===== src/rtl/ste_dice_pkg.sv =====
// Shared types, die limits and helpers for the dice roll sequencer.
package ste_dice_pkg;

    typedef enum logic [2:0] {
        ST_IDLE   = 3'd0,
        ST_ROLL   = 3'd1,
        ST_STOP   = 3'd2,
        ST_SETTLE = 3'd3,
        ST_REPORT = 3'd4
    } dice_ctrl_state_e;

    localparam logic [2:0] DIE_MIN = 3'd1;
    localparam logic [2:0] DIE_MAX = 3'd6;

    // Sum width wide enough for N dice each reporting up to 7.
    function automatic int sum_w(input int n);
        return $clog2(32'd7 * n + 32'd1);
    endfunction

    function automatic logic die_val_bad(input logic [2:0] v);
        return (v < DIE_MIN) || (v > DIE_MAX);
    endfunction

endpackage


===== src/rtl/ste_dice_roll_ctrl_if.sv =====
// Signal bundle between the roll sequencer (slave) and the board logic driving it (master).
interface ste_dice_roll_ctrl_if #(
    parameter int N_DICE = 4
) ();
    localparam int SUM_W = ste_dice_pkg::sum_w(N_DICE);

    logic                  trig_pls_i;
    logic [N_DICE-1:0]     en_mask_i;
    logic [N_DICE-1:0]     done_i;
    logic [N_DICE*3-1:0]   dice_val_i;
    logic [N_DICE-1:0]     roll_o;
    logic                  busy_o;
    logic                  result_valid_o;
    logic [SUM_W-1:0]      sum_o;
    logic                  err_o;

    modport master (
        output trig_pls_i, en_mask_i, done_i, dice_val_i,
        input  roll_o, busy_o, result_valid_o, sum_o, err_o
    );

    modport slave (
        input  trig_pls_i, en_mask_i, done_i, dice_val_i,
        output roll_o, busy_o, result_valid_o, sum_o, err_o
    );
endinterface


===== src/rtl/ste_dice_timer.sv =====
// Loadable down-counter that parks at zero; zero_o flags an expired interval.
module ste_dice_timer #(
    parameter int CNT_W = 8
) (
    input  logic             clk,
    input  logic             reset_ni,
    input  logic             load_i,
    input  logic [CNT_W-1:0] load_val_i,
    output logic             zero_o
);
    logic [CNT_W-1:0] cnt_q;
    logic [CNT_W-1:0] cnt_d;

    // Next count: load wins, otherwise count down until zero.
    always_comb begin
        cnt_d = cnt_q;
        if (load_i) begin
            cnt_d = load_val_i;
        end else if (cnt_q != {CNT_W{1'b0}}) begin
            cnt_d = cnt_q - CNT_W'(1'b1);
        end else begin
            cnt_d = cnt_q;
        end
    end

    // Counter register.
    always_ff @(posedge clk) begin
        if (!reset_ni) begin
            cnt_q <= {CNT_W{1'b0}};
        end else begin
            cnt_q <= cnt_d;
        end
    end

    assign zero_o = (cnt_q == {CNT_W{1'b0}});
endmodule


===== src/rtl/ste_dice_roll_ctrl.sv =====
// Roll sequencer: roll selected dice, stagger their stop, wait for done, report the sum.
// Define STE_DICE_RETRIG_EN to let a trigger during ROLL/STOP restart the roll.
module ste_dice_roll_ctrl
    import ste_dice_pkg::*;
#(
    parameter int N_DICE    = 4,
    parameter int ROLL_CYC  = 16,
    parameter int STOP_GAP  = 4,
    parameter int SETTLE_TO = 8,
    parameter int CNT_W     = 8
) (
    input  logic                 clk,
    input  logic                 reset_ni,
    ste_dice_roll_ctrl_if.slave  bus
);
    localparam int SUM_W = sum_w(N_DICE);

    dice_ctrl_state_e  state_q, state_d;
    logic [N_DICE-1:0] mask_q, mask_d;
    logic [N_DICE-1:0] roll_q, roll_d;
    logic              busy_q, busy_d;
    logic              rv_q, rv_d;
    logic [SUM_W-1:0]  sum_q, sum_d;
    logic              err_q, err_d;

    logic              tmr_load_s;
    logic [CNT_W-1:0]  tmr_val_s;
    logic              tmr_zero_s;
    logic              start_s, release_s, report_s, timeout_s, retrig_s;
    logic [N_DICE-1:0] roll_rel_s;
    logic [SUM_W-1:0]  sum_s;
    logic              val_bad_s;

    ste_dice_timer #(.CNT_W(CNT_W)) u_timer (
        .clk        (clk),
        .reset_ni   (reset_ni),
        .load_i     (tmr_load_s),
        .load_val_i (tmr_val_s),
        .zero_o     (tmr_zero_s)
    );

`ifdef STE_DICE_RETRIG_EN
    assign retrig_s = bus.trig_pls_i;
`else
    assign retrig_s = 1'b0;
`endif

    // Clearing the lowest set bit releases the next die in index order.
    assign roll_rel_s = roll_q & (roll_q - N_DICE'(1'b1));

    // Sum and range check of the dice taking part in this roll.
    always_comb begin
        sum_s     = {SUM_W{1'b0}};
        val_bad_s = 1'b0;
        for (int i = 0; i < N_DICE; i++) begin
            if (mask_q[i]) begin
                sum_s     = sum_s + SUM_W'(bus.dice_val_i[3*i +: 3]);
                val_bad_s = val_bad_s | die_val_bad(bus.dice_val_i[3*i +: 3]);
            end else begin
                sum_s = sum_s;
            end
        end
    end

    // Next-state logic, timer loads and per-cycle events.
    always_comb begin
        state_d    = state_q;
        tmr_load_s = 1'b0;
        tmr_val_s  = {CNT_W{1'b0}};
        start_s    = 1'b0;
        release_s  = 1'b0;
        report_s   = 1'b0;
        timeout_s  = 1'b0;
        case (state_q)
            ST_IDLE: begin
                if (bus.trig_pls_i && (bus.en_mask_i != {N_DICE{1'b0}})) begin
                    state_d    = ST_ROLL;
                    start_s    = 1'b1;
                    tmr_load_s = 1'b1;
                    tmr_val_s  = CNT_W'(ROLL_CYC - 32'sd1);
                end else begin
                    state_d = ST_IDLE;
                end
            end
            ST_ROLL, ST_STOP: begin
                if (retrig_s) begin
                    state_d    = ST_ROLL;
                    start_s    = 1'b1;
                    tmr_load_s = 1'b1;
                    tmr_val_s  = CNT_W'(ROLL_CYC - 32'sd1);
                end else if (tmr_zero_s) begin
                    release_s  = 1'b1;
                    tmr_load_s = 1'b1;
                    if (roll_rel_s == {N_DICE{1'b0}}) begin
                        state_d   = ST_SETTLE;
                        tmr_val_s = CNT_W'(SETTLE_TO - 32'sd1);
                    end else begin
                        state_d   = ST_STOP;
                        tmr_val_s = CNT_W'(STOP_GAP - 32'sd1);
                    end
                end else begin
                    state_d = state_q;
                end
            end
            ST_SETTLE: begin
                if ((bus.done_i & mask_q) == mask_q) begin
                    state_d  = ST_REPORT;
                    report_s = 1'b1;
                end else if (tmr_zero_s) begin
                    state_d   = ST_REPORT;
                    report_s  = 1'b1;
                    timeout_s = 1'b1;
                end else begin
                    state_d = ST_SETTLE;
                end
            end
            ST_REPORT: state_d = ST_IDLE;
            default:   state_d = ST_IDLE;
        endcase
    end

    // Output next values driven from the events above.
    always_comb begin
        mask_d = mask_q;
        roll_d = roll_q;
        rv_d   = 1'b0;
        sum_d  = sum_q;
        err_d  = err_q;
        busy_d = (state_d != ST_IDLE);
        if (start_s) begin
            mask_d = (bus.en_mask_i != {N_DICE{1'b0}}) ? bus.en_mask_i : mask_q;
            roll_d = mask_d;
            err_d  = 1'b0;
        end else if (release_s) begin
            roll_d = roll_rel_s;
        end else if (report_s) begin
            rv_d  = 1'b1;
            sum_d = sum_s;
            err_d = err_q | timeout_s | val_bad_s;
        end else begin
            roll_d = roll_q;
        end
    end

    // State and registered outputs.
    always_ff @(posedge clk) begin
        if (!reset_ni) begin
            state_q <= ST_IDLE;
            mask_q  <= {N_DICE{1'b0}};
            roll_q  <= {N_DICE{1'b0}};
            busy_q  <= 1'b0;
            rv_q    <= 1'b0;
            sum_q   <= {SUM_W{1'b0}};
            err_q   <= 1'b0;
        end else begin
            state_q <= state_d;
            mask_q  <= mask_d;
            roll_q  <= roll_d;
            busy_q  <= busy_d;
            rv_q    <= rv_d;
            sum_q   <= sum_d;
            err_q   <= err_d;
        end
    end

    assign bus.roll_o         = roll_q;
    assign bus.busy_o         = busy_q;
    assign bus.result_valid_o = rv_q;
    assign bus.sum_o          = sum_q;
    assign bus.err_o          = err_q;
endmodule


===== src/flat_wrapper.sv =====
// flat-port wrapper written by rule: the top's interface ports become plain ports
module ste_dice_roll_ctrl_flat import ste_dice_pkg::*;
#(
    parameter int N_DICE    = 4,
    parameter int ROLL_CYC  = 16,
    parameter int STOP_GAP  = 4,
    parameter int SETTLE_TO = 8,
    parameter int CNT_W     = 8
)
  (clk, reset_ni, bus_trig_pls_i, bus_en_mask_i, bus_done_i, bus_dice_val_i, bus_roll_o, bus_busy_o, bus_result_valid_o, bus_sum_o, bus_err_o);
  ste_dice_roll_ctrl_if #(.N_DICE(N_DICE)) bus_i ();
  input  logic clk;
  input  logic reset_ni;
  input wire logic [$bits(bus_i.trig_pls_i)-1:0] bus_trig_pls_i;
  input wire logic [$bits(bus_i.en_mask_i)-1:0] bus_en_mask_i;
  input wire logic [$bits(bus_i.done_i)-1:0] bus_done_i;
  input wire logic [$bits(bus_i.dice_val_i)-1:0] bus_dice_val_i;
  output wire logic [$bits(bus_i.roll_o)-1:0] bus_roll_o;
  output wire logic [$bits(bus_i.busy_o)-1:0] bus_busy_o;
  output wire logic [$bits(bus_i.result_valid_o)-1:0] bus_result_valid_o;
  output wire logic [$bits(bus_i.sum_o)-1:0] bus_sum_o;
  output wire logic [$bits(bus_i.err_o)-1:0] bus_err_o;
  assign bus_i.trig_pls_i = bus_trig_pls_i;
  assign bus_i.en_mask_i = bus_en_mask_i;
  assign bus_i.done_i = bus_done_i;
  assign bus_i.dice_val_i = bus_dice_val_i;
  assign bus_roll_o = bus_i.roll_o;
  assign bus_busy_o = bus_i.busy_o;
  assign bus_result_valid_o = bus_i.result_valid_o;
  assign bus_sum_o = bus_i.sum_o;
  assign bus_err_o = bus_i.err_o;
  ste_dice_roll_ctrl #(.N_DICE(N_DICE), .ROLL_CYC(ROLL_CYC), .STOP_GAP(STOP_GAP), .SETTLE_TO(SETTLE_TO), .CNT_W(CNT_W)) u_core (.clk(clk), .reset_ni(reset_ni), .bus(bus_i));
endmodule

===== config.mk =====
export PLATFORM = sky130hd
export DESIGN_NAME = ste_dice_roll_ctrl_flat
export DESIGN_NICKNAME = d
export VERILOG_FILES = /design/src/rtl/ste_dice_pkg.sv /design/src/rtl/ste_dice_roll_ctrl_if.sv /design/src/rtl/ste_dice_timer.sv /design/src/rtl/ste_dice_roll_ctrl.sv /design/src/flat_wrapper.sv
export SDC_FILE = /design/constraint.sdc
export NUM_CORES = 1
export LEC_CHECK = 0
export ABC_AREA = 1
export BUFFER_PORTS_ARGS = -buffer_cell sky130_fd_sc_hd__buf_2
export CORE_MARGIN = 2
export CORE_UTILIZATION = 45
export DETAILED_ROUTE_END_ITERATION = 12
export PLACE_DENSITY_LB_ADDON = 0.3
export SKIP_LAST_GASP = 1
export SYNTH_ARGS = -nofsm -noshare
export SYNTH_HDL_FRONTEND = slang
export SYNTH_HIERARCHICAL = 1
export SYNTH_SLANG_ARGS = --single-unit

===== constraint.sdc =====
create_clock -name clk -period 3.9 [get_ports clk]
set_input_delay 0.585 -clock clk [delete_from_list [all_inputs] [get_ports clk]]
set_output_delay 0.585 -clock clk [all_outputs]
set_load 0.02 [all_outputs]

==> impl_metrics.json, run 1 <==
{
  "grt_pass1_vias": 1779,
  "synth.ff_latch_count": 27,
  "wl_per_cell_um": 11.59,
  "place.gp.congestion": 0.8332,
  "grt_max_degree": 17,
  "timing.fmax_mhz": 318.5,
  "final_cells": 378,
  "cp.arrival_ps": 3310,
  "root_buffer": "clkbuf_8",
  "start_util_pct": 47.15,
  "drive_gt1_share_pct": 17.68,
  "reg2reg_to": "u_core/bus.sum_o[4]",
  "p_total_mw": 1.136,
  "htreeDepth": 1,
  "cp-startpoint": "u_core/mask_q[0]",
  "yosysSeqAreaShare_pct": 28.25,
  "grt_antenna_before_repair": 0,
  "die_y_um": 69.20,
  "dpl.cell_count": 374,
  "rsz0062_at_grt": "no",
  "cts_tree": "built",
  "insertion_delay_ps": 270,
  "required_ps": 4070,
  "setup_ws_ps": 760.7,
  "slowest_delay_ps": 470,
  "synth_ff_type": "dfxtp_1",
  "cts_buffers": 3,
  "maxSlewViolCount": 0,
  "synth_top_cell_area_share_pct": 28.25,
  "p_per_area_nw_per_um2": 518.2,
  "cap_violations": 0,
  "core_sq_um": 4058,
  "clock_path_buffers": 2,
  "min_period_ps": 3139,
  "hold_buffers": 0,
  "fin_setup_tns_ps": 0,
  "num-fill-cells": 401,
  "fin_skew_ps": 4.689,
  "synth_edf_count": 0,
  "crit_chain": "nand2_1, inv_1, ha_1, ha_1, inv_1, o21a_1, inv_1, fa_1, xnor2_1, nand2_1, and2_1, ha_1, inv_1, o21ai_0, nand2_1, o211ai_1, nand2_1, nor2_1, nor2_1",
  "synth_area_sq_um": 1913,
  "netlist_instances": 289,
  "overflow": 0,
  "routed_via_density": 5.013,
  "num_vias": 1895,
  "grt_pass1_wl_um": 7728,
  "route.detailed.drc": 0,
  "cts_resized": 0,
  "avgSynthCellArea_sq_um": 6.620,
  "ys_async_sr_fraction_pct": 0,
  "first_pass_iters": 4,
  "path_class": "flop to flop",
  "clk_transition_reported_paths_ps": 90,
  "drtAntennaViolNets": 0,
  "crit_path_end_kind": "flop",
  "synth_cell_types": 37,
  "hold_viol_final": 0,
  "dp_slack_ps": 486.4,
  "portBuffers": 34,
  "routed_wl_um": 4382,
  "dp_hpwl_um": 3533,
  "reg2reg_depth": 19,
  "finalCritPeriodShare_pct": 80.50,
  "fin_util_pct": 54.02,
  "hold_class": "flop to flop",
  "cp-start-kind": "flop",
  "critPathSlowestCell": "dfxtp_1",
  "nNetsFinal": 366,
  "worstReg2RegStart": "u_core/mask_q[0]",
  "ios": 35,
  "grt_usage_pct": 19.03,
  "dr.first_iter.drc_count": 57,
  "rows": 23,
  "die_width_um": 69.20,
  "leakage_nw": 1.096,
  "reg2reg_slack_ps": 760,
  "cp-endpoint": "u_core/bus.sum_o[4]",
  "synth_area_leaders": "dfxtp_1, nand2_1, ha_1",
  "yosys_warnings": 6,
  "clock_sinks": 27,
  "ir_drop_mv": 0.3559,
  "cp_max_fo": 7,
  "die_area_sq_um": 4789,
  "antenna_cells": 0,
  "synthTopCellsByCount": "nand2_1, nor2_1, inv_1",
  "syn_to_final_growth_pct": 14.58,
  "yosysMostFrequentCell": "nand2_1",
  "post_cts_buffers": 0,
  "setup_violations": 0,
  "outcome": "finished, final reports clean",
  "yosysTopAreaCell": "dfxtp_1"
}
==> state kept, by name (all words and copies together), names as in the netlist <==
| register | count |
|---|---|
| u_core/u_timer/cnt_q | 8 |
| u_core/bus.sum_o | 5 |
| u_core/bus.roll_o | 4 |
| u_core/mask_q | 4 |
| u_core/state_q | 3 |
| u_core/bus.busy_o | 1 |
| u_core/bus.err_o | 1 |
| u_core/bus.result_valid_o | 1 |
==> through the flow <==
step	area (sq um)	hold WS, ps
after floorplan	1924	475.6
after CTS	2192	461.3
after global placement	2147	446.7
after global routing	2192	510.7
after detailed placement	2147	439.7
final	2192	462.1
==> cells in the final DEF (no fill, tap or decap), drive strengths merged <==
cell type and count:
o211ai 2, nor2 40, nand3 19, o221ai 1
o21a 1, o21ai 25, clkinv 1, a21boi 1
inv 44, fa 2, conb 4, ha 12
nand4 2, and2 1, xor2 2, buf 34
a31oi 2, a21oi 20, o22ai 3, nand2 65
dfxtp 27, clkbuf 4, xnor2 4, o311ai 2
nand3b 1, nor3 8, o31ai 1
==> worst max-delay path: cells and delay by family (launching register included) <==
family                     cells  cell delay (ps)
AOI/OAI and AO/OA              3              420
xor gates and xnor gates       1              150
adders and majority gates      4             1080
DFF                            1              470
buffers and inverters          4              250
and+or+nand+nor                7              660
==> cell families after synthesis <==
family / after synthesis / share of synthesized area [%]
AND/OR/NAND/NOR: 136 / 31.72
buffers and inverters: 47 / 9.484
XOR/XNOR: 6 / 2.747
flip-flops: 27 / 28.25
other: 1 / 0.1960
AO/OA/AOI/OAI: 58 / 17.66
adder cells (fa/ha/maj): 14 / 9.941
==> per-layer routing <==
metal,GRT usage (%),vias to the layer above,routed length (um),part of all wire [%]
met1,24.95,829,2136,49
met4,2.832,0,56,1.3
met3,3.779,6,187,4.3
li1,-,1016,-,-
met5,0,-,0,0
met2,33.01,44,2002,46
==> report_power, final <==
| part | total (mW) | switching, mW | internal, mW |
|---|---|---|---|
| registers | 0.395 | 0.0581 | 0.337 |
| logic | 0.584 | 0.374 | 0.210 |
| clock network | 0.157 | 0.0838 | 0.0731 |
==> how the worst min path moves through the flow <==
stage | startpoint | end | slack, ps | cells past startpoint
after global placement | u_core/bus.err_o | u_core/bus.err_o | 450 | 2
after floorplan | u_core/u_timer/cnt_q[0] | u_core/u_timer/cnt_q[0] | 480 | 2
final | u_core/bus.err_o | u_core/bus.err_o | 460 | 2
after global routing | u_core/bus.err_o | u_core/bus.err_o | 510 | 2
after CTS | u_core/bus.err_o | u_core/bus.err_o | 460 | 2
after detailed placement | u_core/bus.err_o | u_core/bus.err_o | 440 | 2
==> area by class of cell <==
class	count	area (sq um)	share of cell area, %
well taps	50	62.56	2.854
inverters	45	171.4	7.820
flip-flops and latches	27	540.5	24.66
repair buffers	34	170.2	7.763
multi-input cells	218	1202	54.85
clock buffers	4	45.04	2.055
(Power assumes the default switching activity.)
==> run 2, diff against run 1 <==
- clock period: 3.9 -> 3.1 ns (I/O delays scaled with it)
==> impl_metrics.json, run 2 (synthesis gave the netlist of run 1 again) <==
{
  "antenna_cells": 0,
  "die_width_um": 69.20,
  "dp_hpwl_um": 3630,
  "nNetsFinal": 378,
  "cpLargestDelayFamily": "adder cells",
  "cp-startpoint": "u_core/mask_q[0]",
  "start_util_pct": 47.15,
  "crit_chain": "nand2_2, inv_1, ha_4, ha_4, inv_1, o21a_1, inv_2, fa_2, xnor2_1, nand2_1, and2_4, ha_4, inv_1, o21ai_1, nand2_1, o211ai_1, nand2_1, nor2_1, nor2_1",
  "cp-start-kind": "flop",
  "timing.fmax_mhz": 340.5,
  "die_area_sq_um": 4789,
  "fin_skew_ps": 7.858,
  "finalCritPeriodShare_pct": 94.75,
  "p_per_area_nw_per_um2": 621.3,
  "routed_wl_um": 4543,
  "mostFrequentLayoutCells": "nand2_1, nor2_1, buf_2, inv_1, dfxtp_1",
  "clk_transition_reported_paths_ps": 90,
  "routed_via_density": 5.036,
  "worstPathBufferInverterCount": 4,
  "path_class": "flop to flop",
  "grt_max_degree": 17,
  "dr.first_iter.drc_count": 83,
  "worstReg2RegStart": "u_core/mask_q[0]",
  "insertion_delay_ps": 270,
  "hold_buffers": 0,
  "critPathSlowestCell": "fa_2",
  "cts_tree": "built",
  "num_vias": 1964,
  "overflow": 0,
  "cap_violations": 0,
  "syn_to_final_growth_pct": 23.61,
  "largest_register_ffs": 8,
  "htreeDepth": 1,
  "worst_hold_slack_ps": 465.9,
  "root_buffer": "clkbuf_8",
  "regMostFlops": "u_core/u_timer/cnt_q",
  "crit_path_end_kind": "flop",
  "place.gp.congestion": 0.7976,
  "grt_antenna_before_repair": 0,
  "hold_start": "u_core/bus.err_o",
  "core_sq_um": 4058,
  "clock_sinks": 27,
  "leakage_nw": 1.146,
  "num-fill-cells": 389,
  "grt_usage_pct": 19.82,
  "fin_setup_tns_ps": 0,
  "setup_violations": 0,
  "multi_input_area_sq_um": 1281,
  "clock_path_buffers": 2,
  "grt_pass1_vias": 1783,
  "grt_pass1_wl_um": 8024,
  "hold_class": "flop to flop",
  "fin_util_pct": 58.28,
  "ir_drop_mv": 0.3561,
  "outcome": "finished, final reports clean",
  "rows": 23,
  "cp.arrival_ps": 3100,
  "maxSlewViolCount": 0,
  "min_period_ps": 2937,
  "wl_per_cell_um": 11.65,
  "portBuffers": 34,
  "slowest_delay_ps": 390,
  "drive_gt1_share_pct": 24.41,
  "drtAntennaViolNets": 0,
  "ios": 35,
  "required_ps": 3270,
  "die_y_um": 69.20,
  "cp_max_fo": 7,
  "regArea_sq_um": 544.3,
  "hold_viol_final": 0,
  "cts_buffers": 3,
  "final_common_cell": "nand2_1",
  "first_pass_iters": 5,
  "route.detailed.drc": 0
}
==> run 2: changes by cell type in the layout (fill, tap and decap cells not counted), sizes merged <==
cell | previous run | this run
buf | 34 | 46
==> run 2: what timing repair did <==
action	CTS	global route
endpoints found under the setup margin	1	2
setup buffers	0	2
gates resized for setup	1	15
pin swaps	0	11
==> run 2: stage by stage <==
step | area (sq um) | worst slack (ps) | power [mW] | instances
after floorplan | 1924 | 130.2 | 1.069 | 292
after global placement | 2222 | -87.37 | 1.238 | 384
after detailed placement | 2222 | -178.2 | 1.252 | 384
after CTS | 2268 | 24.81 | 1.451 | 388
after global routing | 2365 | -36.78 | 1.623 | 390
final | 2365 | 162.8 | 1.469 | 390
==> run 2: path summary, 6_finish.rpt <==
check	to	slack, ps	depth (start not counted)
worst min-delay path	u_core/bus.err_o	470	2
worst max register to register	u_core/bus.sum_o[4]	160	19
worst min register to register	u_core/bus.err_o	470	2
worst max-delay path	u_core/bus.sum_o[4]	160	19
==> run 2: area by class of cell <==
class                   count  area share (%)
flip-flops and latches     27           23.02
well taps                  50           2.646
clock buffers               4           1.905
repair buffers             46           11.01
inverters                  45           7.249
multi-input cells         218           54.18
==> run 2: per-layer routing <==
| layer | routed length (um) | vias up | global-route usage, % |
|---|---|---|---|
| met3 | 127 | 5 | 3.779 |
| li1 | - | 1035 | - |
| met2 | 2197 | 29 | 33.87 |
| met1 | 2192 | 895 | 26.62 |
| met4 | 25 | 0 | 2.614 |
| met5 | 0 | - | 0 |
==> run 2: power by group <==
part | switching (mW) | total (mW) | internal (mW)
Combinational | 0.478 | 0.778 | 0.299
Sequential | 0.0740 | 0.499 | 0.425
Clock | 0.101 | 0.193 | 0.0920
Total | 0.653 | 1.47 | 0.816
==> run 2: tightest hold or removal path, cell delays in order, from the launching register on <==
cell and delay [ps]:
dfxtp_1 320, inv_1 50, a21oi_1 50
==> run 3, diff against run 2 <==
- ABC_AREA: 1 -> not set
==> impl_metrics.json, run 3 <==
{
  "die_y_um": 67.50,
  "path_class": "flop to flop",
  "drive_gt1_share_pct": 30.65,
  "synth_top_cell_area_share_pct": 29.79,
  "min_period_ps": 3007,
  "setup_violations": 0,
  "htreeDepth": 1,
  "dr.first_iter.drc_count": 55,
  "hold_class": "primary input to flop",
  "hold_start": "bus_en_mask_i[2]",
  "clk_transition_reported_paths_ps": 90,
  "critPathSlowestCell": "fa_2",
  "grt_antenna_before_repair": 0,
  "place.gp.congestion": 0.8051,
  "overflow": 0,
  "whs_path_depth": 3,
  "regArea_sq_um": 541.8,
  "die_area_sq_um": 4556,
  "synth.ff_latch_count": 27,
  "maxSlewViolCount": 0,
  "die_width_um": 67.50,
  "crit_chain": "and2_4, ha_1, ha_1, nand2_1, o21ai_0, fa_2, xnor2_2, a21oi_2, ha_1, nor2b_2, o21ai_2, a211oi_2, a31oi_1, a31oi_1",
  "dp_hpwl_um": 3097,
  "grt_max_degree": 25,
  "synthTopCellsByCount": "dfxtp_1, o21ai_0, nand2_1",
  "multi_input_area_sq_um": 1299,
  "dpl.cell_count": 307,
  "synth_edf_count": 0,
  "cap_violations": 0,
  "start_util_pct": 46.02,
  "yosysMostFrequentCell": "dfxtp_1",
  "route.detailed.drc": 0,
  "insertion_delay_ps": 270,
  "mostFrequentLayoutCells": "buf_2, dfxtp_1, o21ai_0",
  "worstReg2RegStart": "u_core/mask_q[0]",
  "syn_to_final_growth_pct": 24.83,
  "setup_ws_ps": 93.29,
  "netlist_instances": 212,
  "avgSynthCellArea_sq_um": 8.558,
  "routed_wl_um": 4206,
  "final_cells": 311,
  "dp_slack_ps": -218.4,
  "cp-start-kind": "flop",
  "rsz0062_at_grt": "yes",
  "cts_tree": "built",
  "whs_endpoint": "u_core/mask_q[2]",
  "grt_pass1_vias": 1494,
  "timing.fmax_mhz": 332.6,
  "leakage_nw": 0.9830,
  "cts_buffers": 3,
  "portBuffers": 34,
  "synth_ff_type": "dfxtp_1",
  "drtAntennaViolNets": 0,
  "yosysSeqAreaShare_pct": 29.79,
  "reg2reg_depth": 14,
  "reg2reg_slack_ps": 90,
  "outcome": "finished, final reports clean",
  "ios": 35,
  "crit_path_end_kind": "flop",
  "cp_max_fo": 3,
  "rows": 23,
  "first_pass_iters": 4,
  "p_per_area_nw_per_um2": 602.9,
  "antenna_cells": 0,
  "nNetsFinal": 299,
  "num-fill-cells": 365,
  "synth_area_sq_um": 1814,
  "core_sq_um": 3943,
  "largest_register_ffs": 8,
  "cp.arrival_ps": 3150,
  "fin_setup_tns_ps": 0,
  "clock_path_buffers": 2,
  "final_common_cell": "buf_2",
  "yosysTopAreaCell": "dfxtp_1",
  "grt_usage_pct": 18.89,
  "regMostFlops": "u_core/u_timer/cnt_q",
  "wl_per_cell_um": 13.52,
  "hold_viol_final": 0,
  "finalCritPeriodShare_pct": 96.99,
  "ir_drop_mv": 0.2498,
  "required_ps": 3250,
  "yosys_warnings": 6,
  "routed_via_density": 5.447,
  "path_common_cell": "ha_1",
  "synth_cell_types": 55,
  "reg2reg_to": "u_core/bus.sum_o[4]",
  "num_vias": 1694,
  "fin_skew_ps": 1.900,
  "post_dp_cell_area_sq_um": 2128,
  "clock_sinks": 27,
  "slowest_delay_ps": 430,
  "grt_pass1_wl_um": 6720,
  "hold_buffers": 0,
  "final_area_sq_um": 2265,
  "synth_area_leaders": "dfxtp_1, ha_1, o21ai_0",
  "root_buffer": "clkbuf_8",
  "ys_async_sr_fraction_pct": 0
}
[run 3: changes by cell type after synthesis, moves of 7 or more]
| cell | delta |
|---|---|
| nand2_1 | -43 |
| inv_2 | -8 |
| nand3_1 | -9 |
| inv_1 | -24 |
| nor2_1 | -26 |
| o21ai_1 | -7 |
| a21oi_1 | -10 |
[run 3: layout make-up]
type / instances / share of cell area [%]
multi-input cells: 171 / 57.35
flip-flops and latches: 27 / 23.92
repair buffers: 48 / 12.15
well taps: 50 / 2.762
clock buffers: 4 / 1.989
inverters: 11 / 1.823
[run 3: report_power, final]
group / total (mW) / switching, mW / internal, mW
combinational: 0.665 / 0.346 / 0.319
clock: 0.200 / 0.108 / 0.0920
sequential: 0.501 / 0.0826 / 0.418
[run 3: how the worst max path moves through the flow]
stage	startpoint	to	slack, ps	cells after the start
2_1_floorplan	bus_dice_val_i[0]	u_core/bus.sum_o[4]	40	12
3_3_place_gp	bus_dice_val_i[0]	u_core/bus.sum_o[4]	-170	14
3_5_place_dp	bus_dice_val_i[0]	u_core/bus.sum_o[4]	-220	13
4_1_cts	u_core/mask_q[0]	u_core/bus.sum_o[4]	20	12
5_1_grt	u_core/mask_q[0]	u_core/bus.sum_o[4]	-120	14
6_report	u_core/mask_q[0]	u_core/bus.sum_o[4]	90	14
[run 3: cell families after synthesis]
group           share of synthesized area, %
compound gates                         24.83
xor+xnor                               4.828
fa+ha+maj                              11.03
buf+inv                                4.207
flops                                  29.79
mux                                    2.345
other cells                           0.2067
simple gates                           22.76
[run 3: metal layers]
| layer | track usage (%) | vias up | routed length (um) |
|---|---|---|---|
| met3 | 2.000 | 2 | 108 |
| li1 | - | 874 | - |
| met5 | 0 | - | 0 |
| met2 | 32.11 | 23 | 2075 |
| met4 | 3.827 | 0 | 17 |
| met1 | 25.79 | 795 | 2005 |
[run 3: timing repair]
item | CTS | global route
gates resized for setup | 0 | 17
buffers inserted | 0 | 0
setup endpoints to repair | 0 | 4
[run 3: metrics by stage]
stage                     util, %  hold WS, ps  power, mW
after global placement      53.98        491.8      1.123
final                       57.44        471.9      1.365
after CTS                   55.13        474.0      1.330
after detailed placement    53.98        501.1      1.131
after global routing        57.44        492.5      1.479
after floorplan                 -        468.0     0.9658
[run 3: critical path: cells and delay by family, from the launching register on]
family,cells,cell delay [ps]
flops,1,340
fa+ha+maj,4,1210
xor+xnor,1,200
simple gates,3,380
compound gates,6,740
